File: src/rtl/rf_pkg.sv
// Shared constants and types for the register-file write-port arbiter.
// Preload values apply only when REGFILE_INIT_PRELOAD_EN is defined.
package rf_pkg;

  localparam int unsigned XLEN     = 32;
  localparam int unsigned NREGS    = 32;
  localparam int unsigned MAX_WAIT = 4;

  localparam logic [31:0] PRELOAD_X1 = 32'h0000_000C;
  localparam logic [31:0] PRELOAD_X2 = 32'h0000_000D;

  typedef enum logic {
    StInit,
    StRun
  } arb_state_t;

  typedef enum logic [1:0] {
    GntNone,
    GntPipe,
    GntMdu
  } grant_t;

endpackage

File: src/rtl/rf_init_seq.sv
// Post-reset init walker over x1..x(NREGS-1): index counter, last-index flag and init-value mux.
// REGFILE_INIT_PRELOAD_EN selects non-zero values for x1/x2; otherwise every register gets 0.
module rf_init_seq #(
  parameter int unsigned XLEN  = rf_pkg::XLEN,
  parameter int unsigned NREGS = rf_pkg::NREGS,
  localparam int unsigned AW   = $clog2(NREGS)
) (
  input  logic            clk_i,
  input  logic            rst_ni,
  input  logic            advance_i,
  output logic [AW-1:0]   idx_o,
  output logic            done_o,
  output logic [XLEN-1:0] value_o
);
  import rf_pkg::*;

  logic [AW-1:0] idx_q, idx_d;

  always_comb begin
    idx_d = idx_q;
    if (advance_i) begin
      idx_d = idx_q + AW'(1);
    end
  end

  always_ff @(posedge clk_i) begin
    if (!rst_ni) begin
      idx_q <= AW'(1);
    end else begin
      idx_q <= idx_d;
    end
  end

  assign idx_o  = idx_q;
  // High while the final register is being issued.
  assign done_o = (idx_q == AW'(NREGS - 1));

  always_comb begin
    value_o = '0;
`ifdef REGFILE_INIT_PRELOAD_EN
    if (idx_q == AW'(1)) begin
      value_o = XLEN'(PRELOAD_X1);
    end else if (idx_q == AW'(2)) begin
      value_o = XLEN'(PRELOAD_X2);
    end
`endif
  end

endmodule

File: src/rtl/regfile_write_arbiter.sv
// Shares the register-file write port between the writeback stage (priority) and the MDU,
// after a post-reset init pass. REGFILE_INIT_PRELOAD_EN selects the preloaded init values.
module regfile_write_arbiter #(
  parameter int unsigned XLEN     = rf_pkg::XLEN,
  parameter int unsigned NREGS    = rf_pkg::NREGS,
  parameter int unsigned MAX_WAIT = rf_pkg::MAX_WAIT,
  localparam int unsigned AW      = $clog2(NREGS)
) (
  input  logic            clk_i,
  input  logic            rst_ni,
  input  logic            pipe_valid_i,
  input  logic [AW-1:0]   pipe_rd_i,
  input  logic [XLEN-1:0] pipe_wdata_i,
  input  logic            mdu_valid_i,
  input  logic [AW-1:0]   mdu_rd_i,
  input  logic [XLEN-1:0] mdu_wdata_i,
  output logic            mdu_ready_o,
  output logic            stall_o,
  output logic            busy_o,
  output logic            rf_we_o,
  output logic [AW-1:0]   rf_waddr_o,
  output logic [XLEN-1:0] rf_wdata_o
);
  import rf_pkg::*;

  localparam int unsigned WW = (MAX_WAIT > 0) ? $clog2(MAX_WAIT + 1) : 1;

  arb_state_t      state_q, state_d;
  logic [WW-1:0]   wait_q, wait_d;
  logic            we_q, we_d;
  logic [AW-1:0]   waddr_q, waddr_d;
  logic [XLEN-1:0] wdata_q, wdata_d;
  grant_t          gnt;

  logic [AW-1:0]   init_idx;
  logic            init_done;
  logic [XLEN-1:0] init_value;

  rf_init_seq #(
    .XLEN  (XLEN),
    .NREGS (NREGS)
  ) u_init_seq (
    .clk_i     (clk_i),
    .rst_ni    (rst_ni),
    .advance_i (state_q == StInit),
    .idx_o     (init_idx),
    .done_o    (init_done),
    .value_o   (init_value)
  );

  always_comb begin
    state_d     = state_q;
    wait_d      = '0;
    gnt         = GntNone;
    stall_o     = 1'b0;
    mdu_ready_o = 1'b0;
    we_d        = 1'b0;
    waddr_d     = waddr_q;
    wdata_d     = wdata_q;

    unique case (state_q)
      StInit: begin
        stall_o = 1'b1;
        we_d    = 1'b1;
        waddr_d = init_idx;
        wdata_d = init_value;
        if (init_done) begin
          state_d = StRun;
        end
      end
      StRun: begin
        if (mdu_valid_i && (wait_q == WW'(MAX_WAIT))) begin
          // Starvation guard: MDU takes the port and the pipe replays next cycle.
          gnt         = GntMdu;
          stall_o     = 1'b1;
          mdu_ready_o = 1'b1;
        end else if (pipe_valid_i) begin
          gnt = GntPipe;
          if (mdu_valid_i) begin
            wait_d = (wait_q == WW'(MAX_WAIT)) ? wait_q : wait_q + WW'(1);
          end
        end else if (mdu_valid_i) begin
          gnt         = GntMdu;
          mdu_ready_o = 1'b1;
        end
      end
      default: ;
    endcase

    // x0 writes complete the handshake but never assert the write enable.
    unique case (gnt)
      GntPipe: begin
        we_d    = (pipe_rd_i != '0);
        waddr_d = pipe_rd_i;
        wdata_d = pipe_wdata_i;
      end
      GntMdu: begin
        we_d    = (mdu_rd_i != '0);
        waddr_d = mdu_rd_i;
        wdata_d = mdu_wdata_i;
      end
      default: ;
    endcase
  end

  always_ff @(posedge clk_i) begin
    if (!rst_ni) begin
      state_q <= StInit;
      wait_q  <= '0;
      we_q    <= 1'b0;
      waddr_q <= '0;
      wdata_q <= '0;
    end else begin
      state_q <= state_d;
      wait_q  <= wait_d;
      we_q    <= we_d;
      waddr_q <= waddr_d;
      wdata_q <= wdata_d;
    end
  end

  assign busy_o     = (state_q == StInit);
  assign rf_we_o    = we_q;
  assign rf_waddr_o = waddr_q;
  assign rf_wdata_o = wdata_q;

endmodule

File: config.mk
export PLATFORM = sky130hd
export DESIGN_NAME = regfile_write_arbiter
export DESIGN_NICKNAME = d
export VERILOG_FILES = /design/src/rtl/rf_pkg.sv /design/src/rtl/rf_init_seq.sv /design/src/rtl/regfile_write_arbiter.sv
export SDC_FILE = /design/constraint.sdc
export NUM_CORES = 1
export LEC_CHECK = 0
export BUFFER_PORTS_ARGS = -buffer_cell sky130_fd_sc_hd__buf_2
export CAP_MARGIN = 40
export CORE_AREA = 2 2 92 68
export DETAILED_ROUTE_END_ITERATION = 16
export DIE_AREA = 0 0 94 70
export PLACE_DENSITY = 0.81
export SLEW_MARGIN = 20
export SYNTH_ARGS = -nofsm -noshare
export SYNTH_HDL_FRONTEND = slang
export SYNTH_SLANG_ARGS = --single-unit
File: constraint.sdc
create_clock -name clk_i -period 2 [get_ports clk_i]
set_input_delay 0.3 -clock clk_i [delete_from_list [all_inputs] [get_ports clk_i]]
set_output_delay 0.3 -clock clk_i [all_outputs]
set_load 0.02 [all_outputs]
# ---- After elaboration in Yosys (flattened, before gate mapping)
# Index checks and enable logic that the tools add are counted.
dict set report word_totals {
  register_bits 47
  in_bits 78
  out_inout_bits 41
}
dict set report op_classes {
  addsub 2
  eq_ne 5
  muxes 18
  bitwise_logic 4
  reduce_logical 4
}
# op count
set op_table {}
lappend op_table {{case mux 32 bit (2 select lines)} 1}
lappend op_table {{two-way mux 32 bit} 1}
lappend op_table {{case mux 5 bit (2 select lines)} 1}
lappend op_table {{nonzero test 5 bit} 2}
lappend op_table {{two-way mux 1 bit} 8}
lappend op_table {{two-way mux 2 bit} 4}
lappend op_table {{adder 5 x 1 -> 5 bit (second input constant)} 1}
lappend op_table {{equality test 5 bit (second input constant)} 1}
lappend op_table {{two-way mux 5 bit} 1}
lappend op_table {{OR reduction 5 bit} 1}
lappend op_table {{NOT 1 bit} 4}
lappend op_table {{case mux 1 bit (2 select lines)} 2}
lappend op_table {{adder 3 x 1 -> 3 bit (second input constant)} 1}
lappend op_table {{equality test 3 bit (second input constant)} 1}
lappend op_table {{!= test 3 x 1 -> 1 bit (second input constant)} 1}
lappend op_table {{equality test 2 x 1 -> 1 bit (second input constant)} 1}
lappend op_table {{equality test 2 bit (second input constant)} 1}
lappend op_table {{logical AND 1 bit} 1}

# ---- Longest topological paths before layout
dict set report logic_depth {
  depth_word 6
  mapped_depth 11
}

# ---- Cells and area by module
# From an unflattened synthesis, not the netlist that was laid out.
dict set report hier_totals {
  cells_unflattened 299
  hier_area_um2 2627.5
}
# mod instances cells_each area_each_um2
set by_module_without_submodules {}
lappend by_module_without_submodules {regfile_write_arbiter 1 243 2138.3}
lappend by_module_without_submodules {rf_init_seq 1 56 489.2}

# ---- Least setup slack after synthesis
# No wires, ideal clock.
dict set report synth_timing {
  path_kind {register -> register}
  start {register wait_q[0]}
  end {register we_q (netlist: rf_we_o)}
  setup_time_ps 119
  arrival_ps 1932
  required_time_ps 1881
  setup_slack_ps -51
  path_stages_with_launch 10
  cell_sequence {dfxtp_1 -> inv_1 -> ha_1 -> nand2_1 -> nand2_1 -> and3_1 -> ha_1 -> buf_4 -> a221o_1 -> o221a_2}
}
dict set report synth_via {
  elab_chain_len 6
  word_cells_on_any_way 7
  cone_classes {3 x eq/ne; 3 x mux; 1 x reduce/logical}
}
# element line
set synth_lines {}
lappend synth_lines {{start: declaration} regfile_write_arbiter.sv:29} ;# logic [WW-1:0] wait_q, wait_d;
lappend synth_lines {{start signal: assignment} regfile_write_arbiter.sv:115} ;# wait_q <= wait_d;
lappend synth_lines {{equality test 3 bit *} regfile_write_arbiter.sv:72} ;# if (mdu_valid_i && (wait_q == WW'(MAX_WAIT))) begin
lappend synth_lines {{logical AND 1 bit *} regfile_write_arbiter.sv:72}
lappend synth_lines {{two-way mux 2 bit *} regfile_write_arbiter.sv:72}
lappend synth_lines {{two-way mux 2 bit *} regfile_write_arbiter.sv:61} ;# unique case (state_q)
lappend synth_lines {{equality test 2 bit or equality test 2 x 1 -> 1 bit (tied branches)} regfile_write_arbiter.sv:91} ;# unique case (gnt)
lappend synth_lines {{case mux 1 bit (2 select lines) *} regfile_write_arbiter.sv:91}
lappend synth_lines {{end signal: assignment} regfile_write_arbiter.sv:116} ;# we_q <= we_d;
lappend synth_lines {{end: declaration} regfile_write_arbiter.sv:30} ;# logic we_q, we_d;
# Every way passes the cells marked *; elsewhere a longest branch is shown, timed or not.
# A chain may end at the register's enable or synchronous reset.

# ---- Worst setup path after layout
dict set report layout_timing {
  start {register wait_q[0]}
  end {register wdata_q[31] (netlist: rf_wdata_o[31])}
}
dict set report layout_via {
  elab_chain_len 6
  word_cells_on_any_way 8
  cone_classes {4 x eq/ne; 3 x mux; 1 x reduce/logical}
}
# element line
set layout_lines {}
lappend layout_lines {{equality test 3 bit *} regfile_write_arbiter.sv:72}
lappend layout_lines {{logical AND 1 bit *} regfile_write_arbiter.sv:72}
lappend layout_lines {{two-way mux 2 bit *} regfile_write_arbiter.sv:72}
lappend layout_lines {{two-way mux 2 bit *} regfile_write_arbiter.sv:61}
lappend layout_lines {{equality test 2 bit or equality test 2 x 1 -> 1 bit (tied branches)} regfile_write_arbiter.sv:91}
lappend layout_lines {{case mux 32 bit (2 select lines) or != test 3 x 1 -> 1 bit (tied branches)} --}
lappend layout_lines {{end signal: assignment} regfile_write_arbiter.sv:118} ;# wdata_q <= wdata_d;
lappend layout_lines {{end: declaration} regfile_write_arbiter.sv:32} ;# logic [XLEN-1:0] wdata_q, wdata_d;
# Marked as above.

==> key figures <==
STA
  – Period utilization: a little over nine tenths
  – RSZ-0062 raised after global routing: true
  – Max Slew Vio Count: 0
  – Setup Skew: approximately 0.0036 ns
  – Final setup vio count: 0
  – Post-layout min period: 1.888 ns
  – Setup_tns: 0 ns
  – Slew HR: about four fifths
  – Hold_ws: ~0.33 ns
  – Tightest Pin Transition: 0.2967 ns
  – Fmax: 529.8 MHz
  – Final Hold Viols: 0

Yosys
  – Post-synthesis cell area: 0.002258 mm²
  – Cell taking the most area after synthesis: dfxtp_1
  – Syn Inst Count: 230
  – Synth top area share: between 40% and 50%
  – Synth top area cells: dfxtp_1, o2bb2ai_1, a22oi_1
  – Syn avg cell area: 9.819 µm²
  – Synth warn: 0
  – Register area share after synthesis: 41.66%
  – Syn nets: roughly 310
  – Cell variety after synth: 30
  – Yosys reg bits: 47

Final layout
  – Layout Nets: 436
  – Cell area after layout: between 0.003 and 0.004 mm²
  – Layout cells sized above 1: 45.61%
  – Layout area overhead: 41.77%
  – Non-Filler Instances: 431
  – Antenna Cells: 0
  – Commonest non-fill, non-tap cell in the layout: buf_2
  – # fillers: 556
  – Most frequent cells in the layout: buf_2, dfxtp_1, and2_1

Worst setup path
  – CP bufs+invs: 4
  – Critical path class: register to register
  – Reg2Reg Setup Slack: 0.11 ns
  – Crit path DAT: 2.12 ns
  – Startpoint Class: register
  – Crit path cell chain: inv_1 -> ha_2 -> nand3_2 -> and3_4 -> inv_1 -> ha_4 -> nor3b_4 -> buf_6 -> buf_6 -> o2bb2ai_1 -> and2_1
  – Crit path required time: 2.24 ns
  – CP Max Fanout: 8
  – Cells on worst reg2reg path: 11
  – CP Capture Type: register
  – Critical R2R Launch: wait_q[0]
  – CP peak stage delay: 0.33 ns
  – Reg2Reg Capture Point: rf_wdata_o[31]
  – CP max-delay cell: dfxtp_2
  – Delay-heaviest family, CP: simple AND/OR/NAND/NOR gates

Die
  – DIE WIDTH: around 94 µm
  – DIE AREA: 0.006580 mm²
  – Core footprint: slightly below 0.006 mm²
  – Initial Utilization: 38.57%
  – I/O pins: 119
  – FP Rows: 24
  – Die Y: roughly 70 µm

CTS
  – Num CTS Buffers: 5
  – Max Root-Sink Buffers: 2
  – CTS hold repair buffers: 0
  – Clock tree root buffer cell: clkbuf_8
  – Clock slew at reported path FFs: 0.08 ns
  – Sink Count: 47
  – TritonCTS clock tree: done
  – Skew-Pair Late Insertion Delay: 0.29 ns
  – H-tree depth: 2

Detailed routing
  – DRC violations left: 0
  – Post-DRT Antenna Nets: 0
  – Post-DR wirelength/cell: 14.08 µm
  – Initial DRC count: 68
  – Drt total wl: ~6.1 mm
  – Vias per inst: 5.116
  – Drt pass-1 iters: 4
  – Via Count: 2205

Global route
  – Vias in the first global route: 2115
  – Antenna violations before repair: 0
  – Pin count of the biggest net entering global routing: 23
  – Total track usage: 17.95%
  – GR Overflow Total: 0
  – Global-route wire length before repair: 9.446 mm

Min path
  – Hold Path Sink: u_init_seq.idx_o[0]
  – Hold Startpoint: rst_ni
  – Worst min path class: input port to register
  – Hold Path Depth: 2

Power and ir drop
  – Worst vdd ir: approximately 0.23 mV
  – PwrDens: ~570 mW/mm²
  – Leakage: between 0.001 and 0.0015 µW

Placement
  – DP Area: 0.002928 mm²
  – DP Wirelength: 4.438 mm
  – Count of input and output buffers: 118
  – Post-placement cell count: 418
  – Placer Congestion: 0.8054

Run
  – Max-cap violations: 0

Status
  – Status: complete, no violations
## final cells by class
type / count / area (µm²) / area share (%)
clock buffers: 6 / 82.58 / 2.579
clock inverters: 2 / 35.03 / 1.094
inverters: 6 / 22.52 / 0.7034
multi-input cells: 155 / 1232 / 38.49
flip-flops and latches: 47 / 943.4 / 29.46
well taps: 78 / 97.59 / 3.048
repair buffers: 137 / 788.3 / 24.62
## power breakdown
group	internal (µW)	switching (µW)	leakage (µW)
registers	949	13.0	0.000381
clock network	405	307	0.0000612
logic	78.2	58.9	0.000955
total	1430	379	0.00140
## worst max-delay path by stage
stage / start / endpoint / slack [ns] / cells after the start
after global placement: wait_q[0] / rf_waddr_o[4] / 0.02 / 9
after CTS: wait_q[0] / rf_wdata_o[6] / 0.03 / 11
after detailed placement: wait_q[0] / rf_waddr_o[4] / -0.05 / 9
after global routing: wait_q[0] / rf_wdata_o[28] / -0.01 / 11
final: wait_q[0] / rf_wdata_o[31] / 0.11 / 11
after floorplan: wait_q[0] / rf_we_o / 0.005 / 9
## worst register-to-register path, cell delays in order, from the launching register on
cell       delay, ns
dfxtp_2         0.33
inv_1           0.04
ha_2            0.19
nand3_2         0.08
and3_4          0.20
inv_1           0.07
ha_4            0.19
nor3b_4         0.18
buf_6           0.17
buf_6           0.14
o2bb2ai_1       0.11
and2_1          0.13
## cell usage after synthesis, drive strengths merged
cell	count
nand3	4
o2111ai	1
nor3b	1
nand2	10
clkbuf	6
nor2	3
mux2i	2
a221o	5
and2	34
ha	6
a22oi	32
o221a	1
o21a	1
dfxtp	47
nand4b	1
xnor2	3
a21boi	4
o211ai	4
nand2b	1
inv	6
buf	16
o41ai	2
and3	4
or3b	1
nor2b	2
o2bb2ai	32
xor2	1
## per-layer routing
| metal | GRT usage [%] | up-vias | part of all wire (%) |
|---|---|---|---|
| met3 | 4.315 | 2 | 6.7 |
| met4 | 3.543 | 0 | 0.23 |
| met2 | 32.14 | 81 | 47 |
| met1 | 21.89 | 1015 | 46 |
| li1 | - | 1107 | - |
| met5 | 0 | - | 0 |
## stage by stage
step	power [µW]	utilization, %	setup WS (ns)
finish	1811	54.68	0.1123
global route	1903	54.68	-0.01255
CTS	1832	52.84	0.02532
detailed placement	1119	50.00	-0.05122
global placement	1116	50.00	0.02422
floorplan	1023	-	0.004885
## registers in the layout, summed over array words and instances, names as in the netlist
| name | cells |
|---|---|
| rf_wdata_o | 32 |
| rf_waddr_o | 5 |
| u_init_seq.idx_o | 5 |
| wait_q | 3 |
| rf_we_o | 1 |
| state_q | 1 |
## timing repair
item | CTS | global route
endpoints found under the hold margin | 0 | 0
buffers inserted | 1 | 2
pin swaps | 1 | 4
endpoints found under the setup margin | 34 | 38
gates cloned | 1 | 1
resized for setup | 9 | 17
## cell families (layout without fill, tap and decap cells)
kind of cell	Yosys count	after routing	share of synthesized area, %
compound gates	82	82	29.92
simple gates	61	61	15.73
flops	47	47	41.66
buf+inv	28	151	6.925
fa+ha+maj	6	6	3.324
xor+xnor	4	4	1.552
mux	2	2	0.8865
Note: power is estimated with default switching activity, not from simulation.
